<file path="config.mk">
export PLATFORM = sky130hd
export DESIGN_NAME = alu_seq
export DESIGN_NICKNAME = d
export VERILOG_FILES = /design/src/rtl/alu_seq.sv
export SDC_FILE = /design/constraint.sdc
export NUM_CORES = 1
export LEC_CHECK = 0
export CORE_MARGIN = 8
export CORE_UTILIZATION = 60
export DETAILED_ROUTE_END_ITERATION = 12
export GPL_TIMING_DRIVEN = 0
export PLACE_DENSITY_LB_ADDON = 0.2
export RECOVER_POWER = 25
export SLEW_MARGIN = 20
export SYNTH_ARGS = -nofsm -noshare
export SYNTH_HDL_FRONTEND = slang
export SYNTH_SLANG_ARGS = --single-unit
</file>
<file path="constraint.sdc">
create_clock -name clk -period 6.9 [get_ports clk]
set_input_delay 0.69 -clock clk [delete_from_list [all_inputs] [get_ports clk]]
set_output_delay 0.69 -clock clk [all_outputs]
set_load 0.005 [all_outputs]
</file>
<file path="src/rtl/alu_seq.sv">
// Multi-cycle ALU: single-cycle arithmetic/logic, iterative 1-bit-per-cycle shifts/rotates.
// Optional shift-add multiplier on opcode 11101 when ALU_SEQ_MUL_EN is defined.
module alu_seq #(
  parameter int WIDTH = 8
) (
  input  logic             clk,
  input  logic             reset,
  input  logic             start,
  input  logic [4:0]       aluop,
  input  logic [WIDTH-1:0] a,
  input  logic [WIDTH-1:0] b,
  input  logic             cy_in,
  output logic             busy,
  output logic             done,
  output logic [WIDTH-1:0] result,
  output logic [2:0]       szcy
);
  localparam int SHAMT_W = $clog2(WIDTH);
  localparam int CNT_W   = SHAMT_W + 1;

  localparam logic [4:0] OP_SHR = 5'b11000;
  localparam logic [4:0] OP_ASR = 5'b11001;
  localparam logic [4:0] OP_ROR = 5'b11010;
  localparam logic [4:0] OP_SHL = 5'b11011;
  localparam logic [4:0] OP_ROL = 5'b11100;
  localparam logic [4:0] OP_MUL = 5'b11101;

  typedef enum logic {IDLE, RUN} state_t;

  // Handshake: start is taken only in IDLE; done pulses one cycle when result/szcy load.
  state_t             state_q, state_d;
  logic [CNT_W-1:0]   cnt_q, cnt_d;
  logic [4:0]         op_q, op_d;
  logic [WIDTH-1:0]   acc_q, acc_d;
  logic               done_d;
  logic [WIDTH-1:0]   result_d;
  logic [2:0]         szcy_d;
  logic [WIDTH:0]     alu_w;
  logic [SHAMT_W-1:0] k;
  logic [WIDTH-1:0]   step_val;
  logic               step_cy;
  logic               iter_start;
  logic               mul_sel;

`ifdef ALU_SEQ_MUL_EN
  logic [WIDTH-1:0] hi_q, hi_d, mc_q, mc_d;
  logic [WIDTH:0]   mul_sum;
  logic [WIDTH-1:0] mul_lo;
  assign mul_sel = (aluop == OP_MUL);
  assign mul_sum = {1'b0, hi_q} + (acc_q[0] ? {1'b0, mc_q} : '0);
  assign mul_lo  = {mul_sum[0], acc_q[WIDTH-1:1]};
`else
  assign mul_sel = 1'b0;
`endif

  function automatic logic [2:0] flags(input logic [WIDTH-1:0] r, input logic c);
    return {r[WIDTH-1], (r == '0), c};
  endfunction

  assign k          = b[SHAMT_W-1:0];
  assign busy       = (state_q == RUN);
  assign iter_start = (aluop >= OP_SHR) && (aluop <= OP_ROL) && (k != '0);

  always_comb begin
    alu_w = '0;
    case (aluop)
      5'b00001: alu_w = {1'b0, a};
      5'b00010: alu_w = {1'b0, b};
      5'b01000: alu_w = {1'b0, a} + {1'b0, b};
      5'b01001: alu_w = {1'b0, a} + {1'b0, b} + 1'b1;
      5'b01010: alu_w = {1'b0, a} + {1'b0, b} + {{WIDTH{1'b0}}, cy_in};
      5'b01011: alu_w = {1'b0, a} - {1'b0, b};
      5'b01100: alu_w = {1'b0, a} - {1'b0, b} - 1'b1;
      5'b01101: alu_w = {1'b0, a} - {1'b0, b} - {{WIDTH{1'b0}}, cy_in};
      5'b01110: alu_w = {1'b0, a} + 1'b1;
      5'b01111: alu_w = {1'b0, a} - 1'b1;
      5'b10000: alu_w = {1'b0, a & b};
      5'b10001: alu_w = {1'b0, a | b};
      5'b10010: alu_w = {1'b0, a ^ b};
      5'b10011: alu_w = {1'b0, ~a};
      5'b10100: alu_w = {1'b0, ~b};
      // zero shift amount degenerates to a move with Cy=0
      OP_SHR, OP_ASR, OP_ROR, OP_SHL, OP_ROL: alu_w = {1'b0, a};
      default:  alu_w = '0;
    endcase
  end

  always_comb begin
    step_val = acc_q;
    step_cy  = 1'b0;
    case (op_q)
      OP_SHR: begin step_val = {1'b0, acc_q[WIDTH-1:1]};            step_cy = acc_q[0];       end
      OP_ASR: begin step_val = {acc_q[WIDTH-1], acc_q[WIDTH-1:1]};  step_cy = acc_q[0];       end
      OP_ROR: begin step_val = {acc_q[0], acc_q[WIDTH-1:1]};        step_cy = acc_q[0];       end
      OP_SHL: begin step_val = {acc_q[WIDTH-2:0], 1'b0};            step_cy = acc_q[WIDTH-1]; end
      OP_ROL: begin step_val = {acc_q[WIDTH-2:0], acc_q[WIDTH-1]};  step_cy = acc_q[WIDTH-1]; end
      default: ;
    endcase
  end

  always_comb begin
    state_d  = state_q;
    cnt_d    = cnt_q;
    op_d     = op_q;
    acc_d    = acc_q;
    done_d   = 1'b0;
    result_d = result;
    szcy_d   = szcy;
`ifdef ALU_SEQ_MUL_EN
    hi_d     = hi_q;
    mc_d     = mc_q;
`endif
    case (state_q)
      IDLE: begin
        if (start) begin
          op_d = aluop;
          if (iter_start) begin
            state_d = RUN;
            cnt_d   = {1'b0, k};
            acc_d   = a;
          end else if (mul_sel) begin
            state_d = RUN;
            cnt_d   = CNT_W'(WIDTH);
            acc_d   = b;
`ifdef ALU_SEQ_MUL_EN
            hi_d    = '0;
            mc_d    = a;
`endif
          end else begin
            done_d   = 1'b1;
            result_d = alu_w[WIDTH-1:0];
            szcy_d   = flags(alu_w[WIDTH-1:0], alu_w[WIDTH]);
          end
        end
      end
      RUN: begin
        cnt_d = cnt_q - CNT_W'(1);
`ifdef ALU_SEQ_MUL_EN
        if (op_q == OP_MUL) begin
          hi_d  = mul_sum[WIDTH:1];
          acc_d = mul_lo;
          if (cnt_q == CNT_W'(1)) begin
            state_d  = IDLE;
            done_d   = 1'b1;
            result_d = mul_lo;
            szcy_d   = flags(mul_lo, |mul_sum[WIDTH:1]);
          end
        end else
`endif
        begin
          acc_d = step_val;
          if (cnt_q == CNT_W'(1)) begin
            state_d  = IDLE;
            done_d   = 1'b1;
            result_d = step_val;
            szcy_d   = flags(step_val, step_cy);
          end
        end
      end
      default: state_d = IDLE;
    endcase
  end

  always_ff @(posedge clk) begin
    if (reset) begin
      state_q <= IDLE;
      cnt_q   <= '0;
      op_q    <= '0;
      acc_q   <= '0;
      done    <= 1'b0;
      result  <= '0;
      szcy    <= 3'b000;
`ifdef ALU_SEQ_MUL_EN
      hi_q    <= '0;
      mc_q    <= '0;
`endif
    end else begin
      state_q <= state_d;
      cnt_q   <= cnt_d;
      op_q    <= op_d;
      acc_q   <= acc_d;
      done    <= done_d;
      result  <= result_d;
      szcy    <= szcy_d;
`ifdef ALU_SEQ_MUL_EN
      hi_q    <= hi_d;
      mc_q    <= mc_d;
`endif
    end
  end
endmodule

</file>
==> metrics.md <==
| Metric | Value |
|---|---|
| Vias in the first global route | 4,262 |
| Worst-Margin Slew | 967 ps |
| Post-synth top cells | nand2_1, nor2_1, ha_1, inv_1, dfxtp_1 |
| Synth warn | 0 |
| Pwr/cell area | 142 nW/um^2 |
| Hold WC Path Type | reg2reg |
| Drt pass-1 iters | 7 |
| Setup total negative slack | 0 ps |
| Fin nets | 635 |
| EDFF count, synth | 0 |
| Syn Area/Cell | 7.63 sq um |
| # fillers | 586 |
| CTS Hold Bufs | 0 |
| Diodes inserted | 0 |
| WS Path Type | in2reg |
| Cts bufs inserted | 5 |
| Synth area leaders | dfxtp_1, ha_1, nand2_1 |
| First-pass GRT wire length | 22,300 um |
| Die Span Y | 97.9 um |
| Core Region | 6640 sq um |
| Mapped Cells | 527 |
| CP max FO | 10 |
| Max_cap viols | 0 |
| Post-synthesis sequential area ratio | 14.4% |
| Post-CTS Setup Bufs | 0 |
| CTS tree | yes |
| # DRC | 0 |
| Gp weighted congestion | 0.994 |
| Die area | 9580 sq um |
| Flops & latches, synth | 29 |
| Critical Path RT | 7140 ps |
| Syn nets | 592 |
| Row cnt | 30 |
| Pre-CTS setup slack | 2200 ps |
| Share of cells above drive strength 1 | 8.06% |
| Post-route ant nets | 0 |
| Outcome | finished, final reports clean |
| Worst-Skew Late Latency | 300 ps |
| GR Util All Layers | 28.6% |
| Syn Std Cell Area | 4020 sq um |
| Initial Util | 60.5% |
| Initial antenna violation count | 0 |
| Die X | 97.9 um |
| Arr. time, crit path | 4820 ps |
| Post-synth top area share | 14.4% |
| Hold WS | 466 ps |
| Post-CTS sizing | 0 |
| PnR Total Power | 0.000652 W |
| Post-route setup slack | 2320 ps |
| Largest net degree at the start of global routing | 11 |
| Post-route clock period utilization | 66.4% |
| Fmax | 218 MHz |
| VDD IR max | 0.0000646 V |
| Setup crit start kind | input pin |
| Max Slew Vio Count | 0 |
| Total global routing overflow | 0 |
| Vias per cell | 6.85 |
| RSZ-0062 raised after global routing | false |
| Synth cell types | 76 |
| Final Critical Period | 4580 ps |
| Non-Filler Instances | 651 |
| Final Hold Fails | 0 |
| Area added between synthesis and finish | 14.1% |
| I/O Buffers | 36 |
| Clock sink total | 29 |
| Setup violations, final | 0 |
| Via count | 4,459 |
| Htree depth | 2 |
| R2r setup slk | 4440 ps |
| Wire per inst | 21.2 um |
| I/O pin total | 38 |
| Relative slew slack | 35.2% |
| CTS root buffer | clkbuf_8 |
| Placed Cells incl. Taps | 643 |
| Setup Skew | 5.33 ps |
| Cell taking the most area after synthesis | dfxtp_1 |
| Main synth FF type | dfxtp_1 |
| Final WL | 13,800 um |
| Leakage power | 1.84 nW |
| CTS clk-pin slew, worst paths | 60 ps |
| Ys async rst share | 0% |
| CTS max path bufs | 2 |
| DRT iter0 DRCs | 472 |
| CP endpoint kind | flip-flop |
| Count leader, synth | nand2_1 |
| Post-DP HPWL | 10,700 um |
routing by layer:
| layer | up-vias | routed length (um) | track usage (%) | part of all wire, % |
|---|---|---|---|---|
| li1 | 2056 | - | - | - |
| met1 | 2085 | 5580 | 33.2 | 41 |
| met2 | 263 | 6560 | 49.3 | 48 |
| met3 | 55 | 1000 | 4.98 | 7.3 |
| met4 | 0 | 633 | 13.9 | 4.6 |
| met5 | - | 0 | 0 | 0 |
per-stage QoR:
step           util [%]  area (sq um)
6_report           69.1          4590
4_1_cts            69.0          4580
5_1_grt            69.1          4590
3_5_place_dp       67.5          4480
2_1_floorplan         -          4020
3_3_place_gp       67.5          4480
report_power, final:
part           switching (W)  leakage (nW)  internal [W]  total (W)
Sequential        0.00000891         0.237      0.000178   0.000187
Combinational       0.000181          1.54      0.000123   0.000304
Clock              0.0000715        0.0542     0.0000900   0.000162
worst paths after layout:
check,cells after the start,endpoint,from
worst max-delay path,14,szcy[1]$_SDFFE_PP0P_,aluop[3]
worst min-delay path,2,result[6]$_SDFFE_PP0P_,result[6]$_SDFFE_PP0P_
worst max register to register,7,result[4]$_SDFFE_PP0P_,busy$_SDFF_PP0_
worst min register to register,2,result[6]$_SDFFE_PP0P_,result[6]$_SDFFE_PP0P_
cell families (layout without fill, tap and decap cells):
family | count (synthesis) | in the layout | synth area share [%]
flip-flops | 29 | 29 | 14.4
XOR/XNOR | 22 | 22 | 4.98
multiplexers | 22 | 22 | 6.41
AND/OR/NAND/NOR | 193 | 193 | 25.0
AO/OA/AOI/OAI | 159 | 159 | 29.0
buffers and inverters | 62 | 106 | 7.22
adder cells (fa/ha/maj) | 40 | 40 | 13.0
critical path: stages:
cell	delay, ps
clkdlybuf4s50_1	580
clkbuf_1	420
and4b_1	250
clkbuf_1	390
and2_1	390
ha_1	350
a211oi_1	320
o21bai_1	120
a21oi_1	240
xnor2_1	100
a221oi_1	270
o211ai_1	210
nor4_1	300
a31o_1	180
flip-flops by register name, summed over array words and instances, names as in the netlist:
register  count
acc_q         8
result        8
op_q          5
cnt_q         4
szcy          2
busy          1
done          1
area by class of cell:
type                    count  area [sq um]  area share, %
clock buffers               7          96.3           2.10
clock inverters             1          5.00          0.109
plain buffers              28           163           3.54
multi-input cells         436          3160           68.8
flip-flops and latches     29           581           12.6
repair buffers             36           360           7.85
well taps                  80           100           2.18
inverters                  34           128           2.78
cells in the final DEF (no fill, tap or decap), types with 9 or more instances in the layout:
master / count
a211oi_1: 15
a21oi_1: 25
a22oi_1: 12
a31oi_1: 10
clkbuf_1: 13
clkdlybuf4s50_1: 26
dfxtp_1: 29
dlygate4sd3_1: 10
ha_1: 37
inv_1: 32
mux2i_1: 19
nand2_1: 55
nand2b_1: 11
nand3_1: 10
nor2_1: 39
nor2b_1: 10
nor3_1: 14
o21ai_0: 21
xnor2_1: 12
xor2_1: 9
Power figures use the tool's default switching activity.
